**config.mk**
```make
export PLATFORM = sky130hd
export DESIGN_NAME = mem_read_data_align
export DESIGN_NICKNAME = d
export VERILOG_FILES = /design/src/rtl/mem_read_data_align.sv
export SDC_FILE = /design/constraint.sdc
export NUM_CORES = 1
export LEC_CHECK = 0
export ABC_AREA = 1
export ABC_CLOCK_PERIOD_IN_PS = 3500
export BUFFER_PORTS_ARGS = -buffer_cell sky130_fd_sc_hd__buf_2
export CAP_MARGIN = 20
export CORE_MARGIN = 2
export CORE_UTILIZATION = 44
export DETAILED_ROUTE_END_ITERATION = 6
export PLACE_DENSITY = 0.75
export SETUP_SLACK_MARGIN = 0.2
export SLEW_MARGIN = 20
export SYNTH_ARGS = -nofsm -noshare
export SYNTH_HDL_FRONTEND = slang
export SYNTH_SLANG_ARGS = --single-unit
```
**constraint.sdc**
```tcl
create_clock -name clk -period 3.5 [get_ports clk]
set_input_delay 0.525 -clock clk [delete_from_list [all_inputs] [get_ports clk]]
set_output_delay 0.525 -clock clk [all_outputs]
set_load 0.05 [all_outputs]
```
**src/rtl/mem_read_data_align.sv**
```systemverilog
// mem_read_data_align: RV32I load-data formatter with a registered output and misaligned/illegal flags.
// Ports: clk, reset (sync, active-high); read_data/opcode/funct3/byte_offset/in_valid in;
//        return_data/out_valid/misaligned/illegal out, all registered one cycle after the inputs.
module mem_read_data_align #(
  parameter int XLEN = 32,
  parameter logic [6:0] LOAD_OPCODE = 7'b0000011
) (
  input  logic            clk,
  input  logic            reset,
  input  logic [XLEN-1:0] read_data,
  input  logic [6:0]      opcode,
  input  logic [2:0]      funct3,
  input  logic [1:0]      byte_offset,
  input  logic            in_valid,
  output logic [XLEN-1:0] return_data,
  output logic            out_valid,
  output logic            misaligned,
  output logic            illegal
);
  logic [XLEN-1:0] shifted, data_d;
  logic [7:0] b;
  logic [15:0] h;
  logic is_load, mis_d, ill_d;
  always_comb begin
    shifted = read_data >> {byte_offset, 3'b000};
    b = shifted[7:0];
    h = byte_offset[1] ? read_data[31:16] : read_data[15:0];
    is_load = opcode == LOAD_OPCODE;
    data_d = !is_load ? '0 :
             funct3 == 3'b000 ? {{(XLEN-8){b[7]}}, b} :
             funct3 == 3'b001 ? {{(XLEN-16){h[15]}}, h} :
             funct3 == 3'b010 ? read_data :
             funct3 == 3'b100 ? {{(XLEN-8){1'b0}}, b} :
             funct3 == 3'b101 ? {{(XLEN-16){1'b0}}, h} : '0;
    mis_d = is_load && ((funct3[1:0] == 2'b01 && !funct3[2] && byte_offset[0]) ||
                        (funct3 == 3'b101 && byte_offset[0]) ||
                        (funct3 == 3'b010 && byte_offset != 2'b00));
    ill_d = is_load && (funct3 == 3'b011 || funct3 == 3'b110 || funct3 == 3'b111);
  end
  always_ff @(posedge clk) begin
    if (reset) begin
      return_data <= '0;
      out_valid <= 1'b0;
      misaligned <= 1'b0;
      illegal <= 1'b0;
    end else begin
      return_data <= data_d;
      out_valid <= in_valid;
      misaligned <= mis_d;
      illegal <= ill_d;
    end
  end
endmodule

```
# Word-level counts from Yosys, hierarchy flattened
# Index checks and enable logic that the tools add are counted.
# totals
elab_cells,35
register_bits,35
# classes
reduce_logical,14
n_bitwise,1
eq_ne,9
shift,1
mux,6
# ops
op,n
$mux W32,3
$mux W16,3
$shr A32 B5 Y8,1
$eq A3 B3 Y1 const B,4
$eq A7 B2 Y1 const B,1
$eq A3 B2 Y1 const B,2
$logic_and A1 B1 Y1,6
$logic_or A1 B1 Y1,4
$eq A3 B1 Y1 const B,1
$logic_not A3 Y1,1
$eq A2 B1 Y1 const B,1
$reduce_bool A2 Y1,1
$reduce_or A2 Y1,1
$logic_not A1 Y1,1
$not A1 Y1,1

# Longest topological paths before layout
# logic_depth
depth_word,6
mapped_depth,11
mapped_depth_nobuf,10

# Worst setup path before layout
# OpenSTA, ideal clock, no wires.
# synth_path
path_type,input-to-reg
start,in byte_offset[1]
end,reg return_data[15]
path_buffers,2
stages,8
setup_slack_ns,1.992
arrival_time_ns,1.381
required_time_ns,3.373
path_cell_list,buf_2 > inv_2 > nand2_1 > nand3_1 > nand2_1 > nand2_2 > buf_4 > a31oi_1
# synth_via
elab_chain_cells,6
# synth_lines
item,line_no,text
"start, declared",13,"input logic [1:0] byte_offset,"
$mux W16,27,h = byte_offset[1] ? read_data[31:16] : read_data[15:0];
$mux W16,34,"funct3 == 3'b101 ? {{(XLEN-16){1'b0}}, h} : '0;"
$mux W16,33,"funct3 == 3'b100 ? {{(XLEN-8){1'b0}}, b} :"
$mux W32,32,funct3 == 3'b010 ? read_data :
$mux W32,31,"funct3 == 3'b001 ? {{(XLEN-16){h[15]}}, h} :"
$mux W32 (*),30,"funct3 == 3'b000 ? {{(XLEN-8){b[7]}}, b} :"
"end signal, assigned",47,return_data <= data_d;
"end, declared",15,"output logic [XLEN-1:0] return_data,"
# Mark *: on every way between the ends. The rest lies on a longest branch, timed or not.
# A chain may end at the register's enable or synchronous reset.

# Worst setup path in the final report
# layout_path
start,in opcode[5]
end,reg misaligned
# layout_via
elab_chain_cells,2
# layout_lines
item,line_no,text
"start, declared",11,"input logic [6:0] opcode,"
$eq A7 B2 Y1,28,is_load = opcode == LOAD_OPCODE;
$logic_and A1 B1 Y1,35,mis_d = is_load && ((funct3[1:0] == 2'b01 && !funct3[2] && byte_offset[0]) ||
"end signal, assigned",49,misaligned <= mis_d;
"end, declared",17,"output logic misaligned,"
# No other way between the ends.

==> flow_summary_export.csv <==
group,metric,value,unit
synthesis,yosys.cell_types.count,22,
synthesis,ys_ff_latch,35,
timing,slew_headroom,42.08,%
min_path,hp-start,"reset",
power,finalPower,0.8242,mW
timing,rsz0062_at_grt,"false",
timing,final_max_slew_viol_count,0,
cells_and_area,postLayoutCoreUtil,58.14,%
clock_network,hold_buffers,0,
floorplanning,die-area,4894,um^2
cells_and_area,diodes,0,
synthesis,mappedNetlistArea,1914,um^2
power,ir_drop,0.1251,mV
synthesis,synth_nets,336,
setup_path,path_class,"input pin to flop",
clock_network,root_buffer,"clkbuf_8",
job,drv_cap,0,
grt,grt_usage,21.55,%
synthesis,synth_edf_count,0,
cells_and_area,drive_above_1_share,30.22,%
timing,min_period_over_period,58.38,%
place,routabilityCongestion,0.8923,
synthesis,synth_largest_area_cell,"dfxtp_1",
timing,fin_tns_setup,0,ps
drt,wl,5121,um
grt,grt_pass1_wl,8700,um
synthesis,syn_inst,289,
setup_path,max_stage_delay,730,ps
setup_path,crit_family,"buffers and inverters",
clock_network,cts_setup_buffers,0,
setup_path,crit_slowest_cell,"clkinv_1",
cells_and_area,fin_area,2376,um^2
drt,num_vias,2110,
setup_path,critical_path_required,3680,ps
grt,grt_remaining_overflow,0,
synthesis,ys_seq_area_share,36.60,%
setup_path,worstPathMaxFanout,27,
floorplanning,core,4086,um^2
floorplanning,die_h,69.96,um
place,postPlaceCellArea,2295,um^2
run_status,status,"finished, final reports clean",
synthesis,async_reset_ff_share,0,%
timing,min_period,2043,ps
clock_network,clkTransAtPathRegs,70,ps
grt,grt_max_degree,28,
clock_network,cts_max_path_buffers,2,
drt,first_pass_iters,4,
synthesis,postSynthAreaPerCell,6.624,um^2
place,port_buffers,81,
cells_and_area,stdcell_count,414,
floorplanning,num_rows,23,
setup_path,path_cells,"buf_2, nor2_1, nand2_1, nor2_4, clkinv_1, a221oi_1",
drt,drt-wirelength-per-cell,12.37,um
timing,worst_pin_slew,863.4,ps
floorplanning,die_w,69.96,um
synthesis,synth_ff_type,"dfxtp_1",
floorplanning,start_util,46.85,%
clock_network,h-tree-depth,2,
place,placed_cells,406,
setup_path,critPathArrivalTime,2230,ps
clock_network,cts_tree,"done",
setup_path,cp-endpoint,"misaligned",
synthesis,synth.area.top_cells,"dfxtp_1 37%, nand2_1 16%, a21oi_1 10%, inv_1 7.6%, nand3_1 6.0%",
setup_path,setup.worst_path.start,"opcode[5]",
clock_network,post_cts_resized,0,
timing,fmax,489.4,MHz
timing,finalSetupViolations,0,
synthesis,ys_warn_count,0,
drt,vias_per_cell,5.097,
timing,hold_viol_final,0,
drt,drtIter0Drc,164,
cells_and_area,final_cell_mix,"81 x nand2_1, 81 x buf_2, 39 x inv_1, 39 x a21oi_1, 35 x dfxtp_1",
drt,ant_nets,0,
place,hpwl,3721,um
setup_path,crit_cells,6,
clock_network,numCtsBuffers,5,
setup_path,endpoint_kind,"flop",
cells_and_area,area_delta_synth_final,24.12,%
synthesis,synthDominantCellAreaShare,36.60,%
clock_network,cts.sinks,35,
grt,antenna_found_initial,0,
grt,grt_pass1_vias,1935,
cells_and_area,nets,410,
drt,drcViolationCount,0,
setup_path,startpoint_type,"input pin",
floorplanning,ios,82,
setup_path,crit_buf_inv,2,
power,p_per_area,346.9,nW/um^2
min_path,hold_path.class,"input pin to flop",
power,leakage,1.294,nW
## layout make-up
type / count / area, um^2
Fill cell: 417 / 1710
Multi-Input combinational cell: 194 / 953.4
Sequential cell: 35 / 700.7
Timing Repair Buffer: 81 / 405.4
Inverter: 46 / 172.7
Clock buffer: 7 / 76.32
Tap cell: 50 / 62.56
Clock inverter: 1 / 5.005
## registers in the layout, summed over array words and instances (netlist names)
name         cells
illegal          1
out_valid        1
misaligned       1
return_data     32
## worst min-delay path by stage
stage	to	slack, ps	cells after the start
after floorplan	out_valid	600	1
after global placement	out_valid	700	2
after detailed placement	out_valid	700	2
after CTS	out_valid	390	2
after global routing	out_valid	410	2
final	out_valid	400	2
## cells in the mapped netlist (5+ instances only)
cell	instances
inv_1	39
dfxtp_1	35
buf_4	5
a32oi_1	5
nor2_1	9
a21oi_1	39
buf_2	7
nand2_1	81
nand3_1	23
inv_2	5
o21ai_0	16
a21oi_2	10
## per-layer routing
layer	global-route usage, %	vias to the layer above	share of wire [%]
met5	0	-	0
met4	6.197	0	0.72
met3	5.483	5	8.8
met2	33.76	97	46
met1	29.27	938	44
li1	-	1070	-
## cells by family (layout without fill, tap and decap cells)
| group | Yosys count | in the layout | share of synthesized area, % |
|---|---|---|---|
| AO/OA/AOI/OAI | 72 | 72 | 22.03 |
| AND/OR/NAND/NOR | 122 | 122 | 27.78 |
| flip-flops | 35 | 35 | 36.60 |
| buffers and inverters | 60 | 135 | 13.59 |
## power breakdown
group | switching (mW) | total (mW) | internal [mW]
sequential | 0.000206 | 0.399 | 0.399
clock | 0.146 | 0.285 | 0.140
combinational | 0.0908 | 0.140 | 0.0488
## stage by stage
step | hold WS [ps] | worst slack, ps
5_1_grt | 412.1 | 1259
3_3_place_gp | 698.0 | 1190
6_report | 399.3 | 1457
4_1_cts | 393.3 | 1453
2_1_floorplan | 596.2 | 1992
3_5_place_dp | 698.5 | 1136
Note: power is estimated with default switching activity, not from simulation.
